`src/rtl/mem_ctrl2way.sv`:
```
// mem_ctrl2way: miss handler between the 2-way cache wrapper and the banked main memory.
// Hits complete in the request cycle; misses write back a dirty victim, fill four words
// through an RD_LAT-deep read-tag pipe, then retry the access.
// Optional feature: define MEM_CTRL_ALIGN_CHECK_EN to reject odd byte addresses in IDLE.
module mem_ctrl2way #(
  parameter int unsigned RD_LAT = 2
) (
  input  logic        clk,
  input  logic        rst,
  input  logic [15:0] Addr,
  input  logic [15:0] DataIn,
  input  logic        Rd,
  input  logic        Wr,
  output logic [15:0] DataOut,
  output logic        Done,
  output logic        Stall,
  output logic        CacheHit,
  output logic        err,
  output logic        c_enable,
  output logic        c_comp,
  output logic        c_write,
  output logic        c_valid_in,
  output logic        c_invert_victimway,
  output logic [4:0]  c_tag_in,
  output logic [7:0]  c_index,
  output logic [2:0]  c_offset,
  output logic [15:0] c_data_in,
  input  logic [4:0]  c_tag_out,
  input  logic [15:0] c_data_out,
  input  logic        c_hit,
  input  logic        c_dirty,
  input  logic        c_valid,
  input  logic        c_err,
  output logic [15:0] m_addr,
  output logic [15:0] m_data_in,
  output logic        m_wr,
  output logic        m_rd,
  input  logic [15:0] m_data_out,
  input  logic        m_stall,
  input  logic        m_err
);

  localparam int unsigned ST_W   = 4;
  localparam int unsigned ENT_W  = 3;              // {valid, word[1:0]}
  localparam int unsigned PIPE_W = ENT_W * RD_LAT;

  // Low two bits of WB/FILL states carry the word number.
  localparam logic [ST_W-1:0] S_IDLE  = 4'b0000;
  localparam logic [ST_W-1:0] S_FWAIT = 4'b0001;
  localparam logic [ST_W-1:0] S_RETRY = 4'b0010;
  localparam logic [ST_W-1:0] S_WB0   = 4'b0100;
  localparam logic [ST_W-1:0] S_WB1   = 4'b0101;
  localparam logic [ST_W-1:0] S_WB2   = 4'b0110;
  localparam logic [ST_W-1:0] S_WB3   = 4'b0111;
  localparam logic [ST_W-1:0] S_FILL0 = 4'b1000;
  localparam logic [ST_W-1:0] S_FILL1 = 4'b1001;
  localparam logic [ST_W-1:0] S_FILL2 = 4'b1010;
  localparam logic [ST_W-1:0] S_FILL3 = 4'b1011;

  logic [ST_W-1:0]   state, state_nxt;
  logic              miss_c;
  logic [4:0]        lat_tag;
  logic [7:0]        lat_index;
  logic [1:0]        lat_word;
  logic [15:0]       lat_data;
  logic              lat_wr;
  logic [PIPE_W-1:0] pipe;
  logic              req_c, hit_c, align_err_c, mem_acc_c;
  logic              pipe_out_vld;
  logic [1:0]        pipe_out_word;
  logic              addr_lsb_unused;

  assign req_c           = Rd | Wr;
  assign hit_c           = c_hit & c_valid;
  assign pipe_out_vld    = pipe[PIPE_W-1];
  assign pipe_out_word   = pipe[PIPE_W-2 -: 2];
  assign mem_acc_c       = (state[3:2] == 2'b10) & ~m_stall;
  assign addr_lsb_unused = Addr[0];

`ifdef MEM_CTRL_ALIGN_CHECK_EN
  assign align_err_c = req_c & Addr[0];
`else
  assign align_err_c = 1'b0;
`endif

  // State register.
  always_ff @(posedge clk) begin
    if (rst) state <= S_IDLE;
    else     state <= state_nxt;
  end

  // Next-state logic; also flags the cycle in which the missing request is latched.
  always_comb begin
    state_nxt = state;
    miss_c    = 1'b0;
    case (state)
      S_IDLE: begin
        if (req_c && !align_err_c && !hit_c) begin
          miss_c    = 1'b1;
          state_nxt = (c_valid & c_dirty) ? S_WB0 : S_FILL0;
        end
      end
      S_WB0, S_WB1, S_WB2, S_WB3, S_FILL0, S_FILL1, S_FILL2: begin
        if (!m_stall) state_nxt = state + 4'd1;
      end
      S_FILL3: begin
        if (!m_stall) state_nxt = S_FWAIT;
      end
      S_FWAIT: begin
        if (pipe_out_vld && pipe_out_word == 2'd3) state_nxt = S_RETRY;
      end
      S_RETRY: state_nxt = S_IDLE;
      default: state_nxt = S_IDLE;
    endcase
  end

  // Missing request captured for writeback, fill and retry.
  always_ff @(posedge clk) begin
    if (rst) begin
      lat_tag   <= 5'd0;
      lat_index <= 8'd0;
      lat_word  <= 2'd0;
      lat_data  <= 16'd0;
      lat_wr    <= 1'b0;
    end else if (miss_c) begin
      lat_tag   <= Addr[15:11];
      lat_index <= Addr[10:3];
      lat_word  <= Addr[2:1];
      lat_data  <= DataIn;
      lat_wr    <= Wr;
    end
  end

  // Read-tag pipe: one {valid, word} entry per accepted fill read, out after RD_LAT cycles.
  always_ff @(posedge clk) begin
    if (rst) pipe <= '0;
    else     pipe <= PIPE_W'({pipe, mem_acc_c, state[1:0]});
  end

  // Output decode; all outputs quiet while reset is asserted.
  always_comb begin
    DataOut            = 16'd0;
    Done               = 1'b0;
    Stall              = 1'b0;
    CacheHit           = 1'b0;
    err                = 1'b0;
    c_enable           = 1'b0;
    c_comp             = 1'b0;
    c_write            = 1'b0;
    c_valid_in         = 1'b0;
    c_invert_victimway = 1'b0;
    c_tag_in           = 5'd0;
    c_index            = 8'd0;
    c_offset           = 3'd0;
    c_data_in          = 16'd0;
    m_addr             = 16'd0;
    m_data_in          = 16'd0;
    m_wr               = 1'b0;
    m_rd               = 1'b0;
    if (!rst) begin
      Stall = (state != S_IDLE);
      err   = c_err | m_err;
      case (state)
        S_IDLE: begin
          if (req_c) begin
            if (align_err_c) begin
              Done = 1'b1;
              err  = 1'b1;
            end else begin
              c_enable  = 1'b1;
              c_comp    = 1'b1;
              c_write   = Wr;
              c_tag_in  = Addr[15:11];
              c_index   = Addr[10:3];
              c_offset  = {Addr[2:1], 1'b0};
              c_data_in = DataIn;
              if (hit_c) begin
                Done               = 1'b1;
                CacheHit           = 1'b1;
                DataOut            = c_data_out;
                c_invert_victimway = 1'b1;
              end
            end
          end
        end
        S_WB0, S_WB1, S_WB2, S_WB3: begin
          c_enable  = 1'b1;
          c_tag_in  = lat_tag;
          c_index   = lat_index;
          c_offset  = {state[1:0], 1'b0};
          m_wr      = 1'b1;
          m_addr    = {c_tag_out, lat_index, state[1:0], 1'b0};
          m_data_in = c_data_out;
        end
        S_FILL0, S_FILL1, S_FILL2, S_FILL3: begin
          m_rd   = 1'b1;
          m_addr = {lat_tag, lat_index, state[1:0], 1'b0};
        end
        S_FWAIT: ;
        S_RETRY: begin
          c_enable           = 1'b1;
          c_comp             = 1'b1;
          c_write            = lat_wr;
          c_tag_in           = lat_tag;
          c_index            = lat_index;
          c_offset           = {lat_word, 1'b0};
          c_data_in          = lat_data;
          Done               = 1'b1;
          DataOut            = c_data_out;
          c_invert_victimway = 1'b1;
        end
        default: err = 1'b1;
      endcase
      // Install a returning fill word; only word 3 validates the line so the way stays fixed.
      if (pipe_out_vld) begin
        c_enable   = 1'b1;
        c_comp     = 1'b0;
        c_write    = 1'b1;
        c_tag_in   = lat_tag;
        c_index    = lat_index;
        c_offset   = {pipe_out_word, 1'b0};
        c_data_in  = m_data_out;
        c_valid_in = (pipe_out_word == 2'd3);
      end
    end
  end

endmodule
```
`config.mk`:
```
export PLATFORM = sky130hd
export DESIGN_NAME = mem_ctrl2way
export DESIGN_NICKNAME = d
export VERILOG_FILES = /design/src/rtl/mem_ctrl2way.sv
export SDC_FILE = /design/constraint.sdc
export NUM_CORES = 1
export LEC_CHECK = 0
export CAP_MARGIN = 20
export CELL_PAD_IN_SITES_DETAIL_PLACEMENT = 1
export CELL_PAD_IN_SITES_GLOBAL_PLACEMENT = 1
export CORE_ASPECT_RATIO = 0.8
export CORE_MARGIN = 2
export CORE_UTILIZATION = 23
export CTS_CLUSTER_SIZE = 24
export DETAILED_ROUTE_END_ITERATION = 12
export PLACE_DENSITY_LB_ADDON = 0.1
export SLEW_MARGIN = 20
export SYNTH_ARGS = -nofsm -noshare
export SYNTH_HDL_FRONTEND = slang
export SYNTH_SLANG_ARGS = --single-unit
```
`constraint.sdc`:
```
create_clock -name clk -period 1.8 [get_ports clk]
set_input_delay 0.18 -clock clk [delete_from_list [all_inputs] [get_ports clk]]
set_output_delay 0.18 -clock clk [all_outputs]
set_load 0.01 [all_outputs]
```
* Yosys cells after proc, flatten, opt, wreduce, memory -nomap -nowiden
Index checks and enable logic that the tools add are counted.
** Operators by class
- Multiply operators :: 0
- Bitwise logic cells :: 6
- Shift operators :: 0
- Order comparisons :: 0
- Add/sub/neg operators :: 1
- Eq/ne operators :: 16
- Divide/modulo/power cells :: 0
- Reduce and logical (&&, ||, !) cells :: 11
- Muxes and demuxes :: 58
** Operators with widths (number)
- 16-bit 2-to-1 mux :: 9
- 16-bit one-hot mux with 2 select lines :: 3
- 1-bit 2-to-1 mux :: 24
- 8-bit 2-to-1 mux :: 3
- 4-bit 2-to-1 mux :: 5
- 4-bit by 3-bit == test with 1-bit output, second input constant :: 4
- 4-bit == test, second input constant :: 4
- 4-bit one-hot mux with 4 select lines :: 1
- 8-bit one-hot mux with 2 select lines :: 1
- 5-bit 2-to-1 mux :: 3
- 11-bit OR reduction :: 1
- 5-bit one-hot mux with 2 select lines :: 1
- 3-bit 2-to-1 mux :: 3
- 3-bit one-hot mux with 3 select lines :: 1
- 2-bit inequality test, second input constant :: 4
- 1-bit one-hot mux with 2 select lines :: 4
- 4-bit OR reduction :: 2
- 7-bit OR reduction :: 1
- 5-bit OR reduction :: 1
- 4-bit by 1-bit adder with 4-bit output, second input constant :: 1
- 2-bit == test, second input constant :: 2
- 4-bit by 1-bit == test with 1-bit output, second input constant :: 1
- 4-bit by 2-bit == test with 1-bit output, second input constant :: 1
- 4-bit zero test :: 1
- 7 further kinds :: 11
** Storage, ports and cells
- Input port bits :: 79
- RAM bits :: 0
- Memories :: 0
- Bits in registers :: 42
- Memory bits (read-only) :: 0
- Logic and storage cells :: 99
- Bits in latches :: 0
- Output and inout port bits :: 91

* Depth between registers and ports, before layout
Gate-level depths: netlist of run 1.
- Depth after elaboration :: 5
- Depth in mapped cells :: 9
- Mapped depth without buffers :: 6

* Least setup slack after synthesis of run 1
No wires, ideal clock.
- Kind :: register to output
- Start point :: register state[0]
- End point :: output port err
- Path slack :: -0.246 ns
- Path buffers :: 1
- Arrival :: 1.866 ns
- Stages on the path, launching flop included :: 8
- Cell sequence :: dfxtp_1 -> inv_1 -> ha_1 -> buf_6 -> or4_2 -> o21ai_0 -> a311oi_1 -> nor2_1
** On the way
- Cells in the longest elaborated chain, start to end :: 4
- Elaborated cells on any way between the ends :: 14
- Classes of those cells :: eq/ne: 10; mux: 2; reduce/logical: 2
** Ends and longest elaborated chain
- from (decl) :: line 60 : logic [ST_W-1:0] state, state_nxt;
- from (signal assigned) :: line 89 : else state <= state_nxt;
- 4-bit == test (tied with other cells) :: line 163 : case (state)
- 11-bit OR reduction (no source line) *
- 1-bit 2-to-1 mux *
- 1-bit 2-to-1 mux * :: line 160 : if (!rst) begin
- to (decl) :: line 18 : output logic err,
Mark *: on every way between the ends. The rest lies on a longest branch, timed or not.

* Worst setup path in the final report of run 1
- Start point :: register state[1]
- End point :: output port c_index[1]
** On the way
- Cells in the longest elaborated chain, start to end :: 5
- Elaborated cells on any way between the ends :: 10
- Classes of those cells :: eq/ne: 5; mux: 3; reduce/logical: 2
** Ends and longest elaborated chain
- 4-bit by 3-bit == test with 1-bit output / 4-bit by 2-bit == test with 1-bit output (equally long branches) :: line 163
- 5-bit OR reduction (no source line)
- 8-bit one-hot mux with 2 select lines * :: line 163
- 8-bit 2-to-1 mux * :: line 215 : if (pipe_out_vld) begin
- 8-bit 2-to-1 mux * :: line 160
- to (decl) :: line 25 : output logic [7:0] c_index,
Marks and branches as above.

==> results of run 1 <==
==> path summary, 6_finish.rpt <==
check	from	endpoint	slack, ns	cells after the start
max	state[1]	c_index[1]	-0.48	8
min	rst	pipe[1]	0.37	3
max reg2reg	state[1]	state[2]	-0.23	7
min reg2reg	pipe[1]	pipe[4]	0.44	1
==> flip-flops by register name (all words and copies together), names as in the netlist <==
name / count
pipe: 6
lat_data: 16
lat_wr: 1
state: 4
lat_tag: 5
lat_word: 2
lat_index: 8
==> power by group <==
group / leakage, nW / total, W / internal, W / switching, W
combinational: 2.08 / 0.00647 / 0.00326 / 0.00321
clock: 0.0796 / 0.000985 / 0.000600 / 0.000384
sequential: 0.347 / 0.00135 / 0.00117 / 0.000183
==> repair_timing <==
| action | 4_1_cts | 5_1_grt |
|---|---|---|
| pin swaps | 44 | 34 |
| setup endpoints to repair | 93 | 89 |
| endpoints found under the hold margin | 0 | 0 |
| cloned | 7 | 2 |
| resized for setup | 477 | 79 |
| buffers inserted | 23 | 7 |
==> worst reg2reg max path: cells and delay by family (launching register included) <==
family / cells / cell delay [ns]
AOI/OAI and AO/OA: 3 / 0.78
adders and majority gates: 1 / 0.17
buffers and inverters: 2 / 0.31
DFF: 1 / 0.38
and+or+nand+nor: 1 / 0.28
==> cells by family (layout without fill, tap and decap cells) <==
kind of cell,count (synthesis),in the layout,share of synthesized area
AND/OR/NAND/NOR,181,181,0.300
other,1,2,0.00133
flip-flops,42,42,0.299
AO/OA/AOI/OAI,117,117,0.298
buffers and inverters,38,265,0.0614
adder cells (fa/ha/maj),9,9,0.0401
==> metal layers <==
| layer | vias up | global-route usage | wire length, um |
|---|---|---|---|
| met4 | 0 | 0.0414 | 257 |
| met2 | 128 | 0.351 | 6980 |
| met1 | 1836 | 0.251 | 6340 |
| met3 | 11 | 0.0446 | 947 |
| met5 | - | 0 | 0 |
| li1 | 1805 | - | - |
==> Yosys cell counts, drive strengths merged, types with 2 or more instances <==
cell type,n
a211oi,4
a21oi,41
a222oi,2
a22o,16
a22oi,34
and2,42
buf,14
clkbuf,19
dfxtp,42
ha,9
inv,5
nand2,73
nand2b,2
nand3,3
nor2,45
nor2b,6
nor3,3
nor3b,2
o21bai,2
o31ai,2
o41ai,2
==> cells in the final DEF, fill, tap and decap left out, drive strengths merged, types with 2 or more instances in the layout <==
| cell | n |
|---|---|
| buf | 170 |
| a222oi | 2 |
| a211oi | 4 |
| conb | 2 |
| and2 | 42 |
| nor2 | 45 |
| nor3b | 2 |
| nor3 | 3 |
| clkbuf | 10 |
| a22o | 16 |
| o31ai | 2 |
| o41ai | 2 |
| nor2b | 6 |
| a21oi | 41 |
| inv | 6 |
| ha | 9 |
| nand2 | 73 |
| nand2b | 2 |
| clkdlybuf4s50 | 76 |
| nand3 | 3 |
| o21bai | 2 |
| dlygate4sd2 | 2 |
| dfxtp | 42 |
| a22oi | 34 |
==> area by class of cell <==
type,count,area (sq um),area share
clock buffer,7,154,0.0259
multi-input combinational,309,2310,0.388
clock inverter,1,6.26,0.00105
inverter,5,26.3,0.00442
sequential,42,852,0.143
tap,152,190,0.0320
timing repair buffer,252,2410,0.405
==> metrics by stage <==
stage / TNS [ns] / hold WS, ns / cell area, sq um / cells
global placement: -31.86 / 0.417 / 5020 / 724
floorplan: -0.242 / 0.256 / 2870 / 389
CTS: -20.14 / 0.369 / 5520 / 760
detailed placement: -35.71 / 0.430 / 5020 / 724
finish: -21.49 / 0.370 / 5950 / 768
global route: -27.28 / 0.402 / 5950 / 768
==> flow_summary.json, run 1 <==
{
  "htree_num_levels": 2,
  "gp_routability_congestion": 0.831,
  "numPortBuffers": 166,
  "max_cap_violations": 0,
  "total_power_w": 0.00881,
  "cp_num_buf_inv": 3,
  "avgSynthCellArea_sq_um": 7.25,
  "p_per_area_nw_per_um2": 1480,
  "insertion_delay_ns": 0.29,
  "final_core_util": 0.493,
  "status": "complete, but fails checks",
  "dp_slack_ns": -0.532,
  "ir_drop_mv": 0.627,
  "end_kind": "primary output",
  "start_util": 0.233,
  "diodes": 0,
  "route.detailed.drc": 0,
  "violations": "negative setup slack",
  "cts_tree": "built",
  "finalWorstSetupSlack_ns": -0.480,
  "cp_top_family": "compound AO/OA/AOI/OAI gates",
  "synth_top_area_frac": 0.299,
  "finalCriticalPeriod_ns": 2.28,
  "drt-initial-drc-count": 106,
  "path_clk_slew_ns": 0.06,
  "synth-edff-count": 0,
  "cp_slowest_cell": "dfxtp_4",
  "final_nets": 703,
  "ys_top_cells_by_area": "dfxtp_1 (30%), nand2_1 (9.7%), and2_1 (9.3%)",
  "grt_overflow": 0,
  "antenna_found_initial": 0,
  "yosys.area.top_type": "dfxtp_1",
  "layout-drive-gt1-share": 0.489,
  "hpwl_um": 9270,
  "clkSinkCount": 42,
  "clock_path_buffers": 2,
  "finalHoldViolCount": 0,
  "cpPeakStageDelay_ns": 0.40,
  "start_kind": "flop",
  "max_freq_ghz": 0.439,
  "vias": 3780,
  "fp.dieW_um": 128,
  "cp_data_required_time_ns": 1.62,
  "critPathKind": "reg -> out",
  "ys_seq_area_frac": 0.299,
  "fill_cells": 1421,
  "core_sq_um": 12100,
  "crit_path_max_fanout": 7,
  "skew_ns": 0.00514,
  "rsz0062_at_grt": "true",
  "ios": 170,
  "synth_area_sq_um": 2810,
  "p_leak_nw": 2.51,
  "ant_nets": 0,
  "synthCells": 388,
  "area_delta_synth_final_pct": 112,
  "wl_per_cell_um": 18.9,
  "grt_pass1_vias": 3699,
  "slew_violations": 0,
  "final-setup-viol-count": 80,
  "die_h_um": 103,
  "grt_pass1_wl_um": 20500,
  "critical_path.cell_chain": "inv_4 -> ha_4 -> o41ai_4 -> nand3b_1 -> buf_6 -> a22oi_2 -> nor2_1 -> buf_2",
  "crit_arrival_ns": 2.10,
  "synthArstFlopShare": 0,
  "fp-row-count": 36,
  "hp-class": "in -> reg",
  "synth_warnings": 0,
  "cts_buffers": 5,
  "viasPerCell": 4.92,
  "drtPass1Iterations": 5,
  "cts_root_buffer": "clkbuf_16",
  "period_share": 1.27,
  "track_usage": 0.199,
  "synth_seq_cells": 42,
  "drt-total-wl_um": 14500,
  "netlist-cell-type-count": 46,
  "die-area_sq_um": 13100,
  "cts-hold-fix-buffers": 0,
  "synth_ff_type": "dfxtp_1",
  "grt_max_degree": 44
}
No activity file was read; power rests on OpenSTA's default activity.
==> run 2: changes to the inputs <==
- CORE_UTILIZATION: 23 -> 25
- clock period: 1.8 -> 2.6 ns (I/O delays scaled with it)
==> flow_summary.json, run 2 (synthesis gave the netlist of run 1 again) <==
{
  "status": "finished clean",
  "ant_nets": 0,
  "r2r_start": "state[1]",
  "fp.dieW_um": 123,
  "p_leak_nw": 2.13,
  "final_core_util": 0.456,
  "tightest_slew_ns": 0.653,
  "antenna_found_initial": 0,
  "route.detailed.drc": 0,
  "cts_buffers": 5,
  "grt_max_degree": 53,
  "die_h_um": 98.9,
  "ir_drop_mv": 0.331,
  "crit_arrival_ns": 2.26,
  "hp-class": "in -> reg",
  "numPortBuffers": 166,
  "skew_ns": 0.00405,
  "layout-drive-gt1-share": 0.120,
  "grt_pass1_wl_um": 18400,
  "fp-row-count": 34,
  "cp_slowest_cell": "clkdlybuf4s50_1",
  "finalWorstSetupSlack_ns": 0.0776,
  "cp_data_required_time_ns": 2.34,
  "finalCriticalPeriod_ns": 2.52,
  "final-setup-viol-count": 0,
  "largest-register": "lat_data",
  "area_delta_synth_final_pct": 77.5,
  "relSlewSlack": 0.564,
  "multi_input_area_sq_um": 1880,
  "place_area_sq_um": 4710,
  "die-area_sq_um": 12100,
  "htree_num_levels": 2,
  "clock_path_buffers": 2,
  "cpPeakStageDelay_ns": 0.53,
  "track_usage": 0.189,
  "hpwl_um": 8510,
  "cts_root_buffer": "clkbuf_16",
  "clkSinkCount": 42,
  "insertion_delay_ns": 0.28,
  "end_kind": "primary output",
  "critPathKind": "reg -> out",
  "final.setup.tns_ns": 0,
  "start_kind": "flop",
  "rsz0062_at_grt": "true",
  "max_freq_ghz": 0.396,
  "period_share": 0.970,
  "startpoint": "state[3]",
  "dp_slack_ns": -0.0417,
  "max_cap_violations": 0,
  "dp.cells": 691,
  "ios": 170,
  "core_sq_um": 10900,
  "cts_tree": "built",
  "gp_routability_congestion": 0.874,
  "drtPass1Iterations": 5,
  "slew_violations": 0,
  "grt_pass1_vias": 3522,
  "largest_reg_flops": 16,
  "critical_path.cell_chain": "inv_2 -> ha_4 -> o211a_4 -> nand3_1 -> a21oi_2 -> buf_6 -> and2_1 -> clkdlybuf4s50_1",
  "final_common_cell": "clkdlybuf4s50_1",
  "grt_overflow": 0,
  "drt-initial-drc-count": 124,
  "p_per_area_nw_per_um2": 955,
  "reg_top3": "lat_data x16, lat_index x8, pipe x6",
  "diodes": 0,
  "vias": 3452,
  "viasPerCell": 4.90,
  "final_cell_area_sq_um": 4990,
  "final_nets": 648,
  "crit_path_max_fanout": 18,
  "fill_cells": 1353,
  "seq_area_sq_um": 843,
  "wl_per_cell_um": 16.8,
  "min_from": "rst",
  "drt-total-wl_um": 11800,
  "path_clk_slew_ns": 0.06,
  "final_cells": 704,
  "final_cell_mix": "clkdlybuf4s50_1 (122), nand2_1 (72), nor2_1 (43), and2_1 (42), dfxtp_1 (40)",
  "start_util": 0.257,
  "finalHoldViolCount": 0
}
## run 2: per-layer routing
layer | wire length, um | track usage
met5 | 0 | 0
met4 | 37 | 0.0345
met3 | 1020 | 0.0521
met2 | 5550 | 0.317
met1 | 5220 | 0.244
## run 2: repair_timing
item | CTS | global route
buffers inserted | 1 | 4
cloned | 1 | 0
pin swaps | 1 | 3
gates resized for setup | 49 | 33
hold buffers | 0 | 0
setup endpoints to repair | 62 | 44
## run 2: path summary, 6_finish.rpt
check / cells after the start / slack [ns] / end
max reg2reg: 7 / 0.17 / state[0]
min reg2reg: 1 / 0.44 / pipe[3]
min: 4 / 0.38 / state[2]
max: 8 / 0.08 / DataOut[7]
## run 2: layout make-up
class	count	area share
clock buffer	6	0.0278
clock inverter	1	0.00602
inverter	5	0.00376
multi-input combinational	309	0.377
sequential	42	0.169
tap	144	0.0361
timing repair buffer	197	0.380
## run 2: metrics by stage
stage / total power, W / hold slack [ns]
after floorplan: 0.00256 / 0.336
after global placement: 0.00379 / 0.419
after detailed placement: 0.00383 / 0.428
after CTS: 0.00467 / 0.388
after global routing: 0.00512 / 0.443
final: 0.00476 / 0.382
## run 2: worst max-delay path, delay by kind of cell (launching register included)
family          cells  cell delay (ns)
simple gates        2             0.23
fa+ha+maj           1             0.20
compound gates      2             0.38
flops               1             0.35
buf+inv             3             0.81
## run 2: power breakdown
part	total [W]	leakage (nW)	internal, W	switching [W]
sequential	0.000902	0.345	0.000799	0.000103
clock	0.000731	0.0829	0.000474	0.000257
combinational	0.00313	1.70	0.00142	0.00171
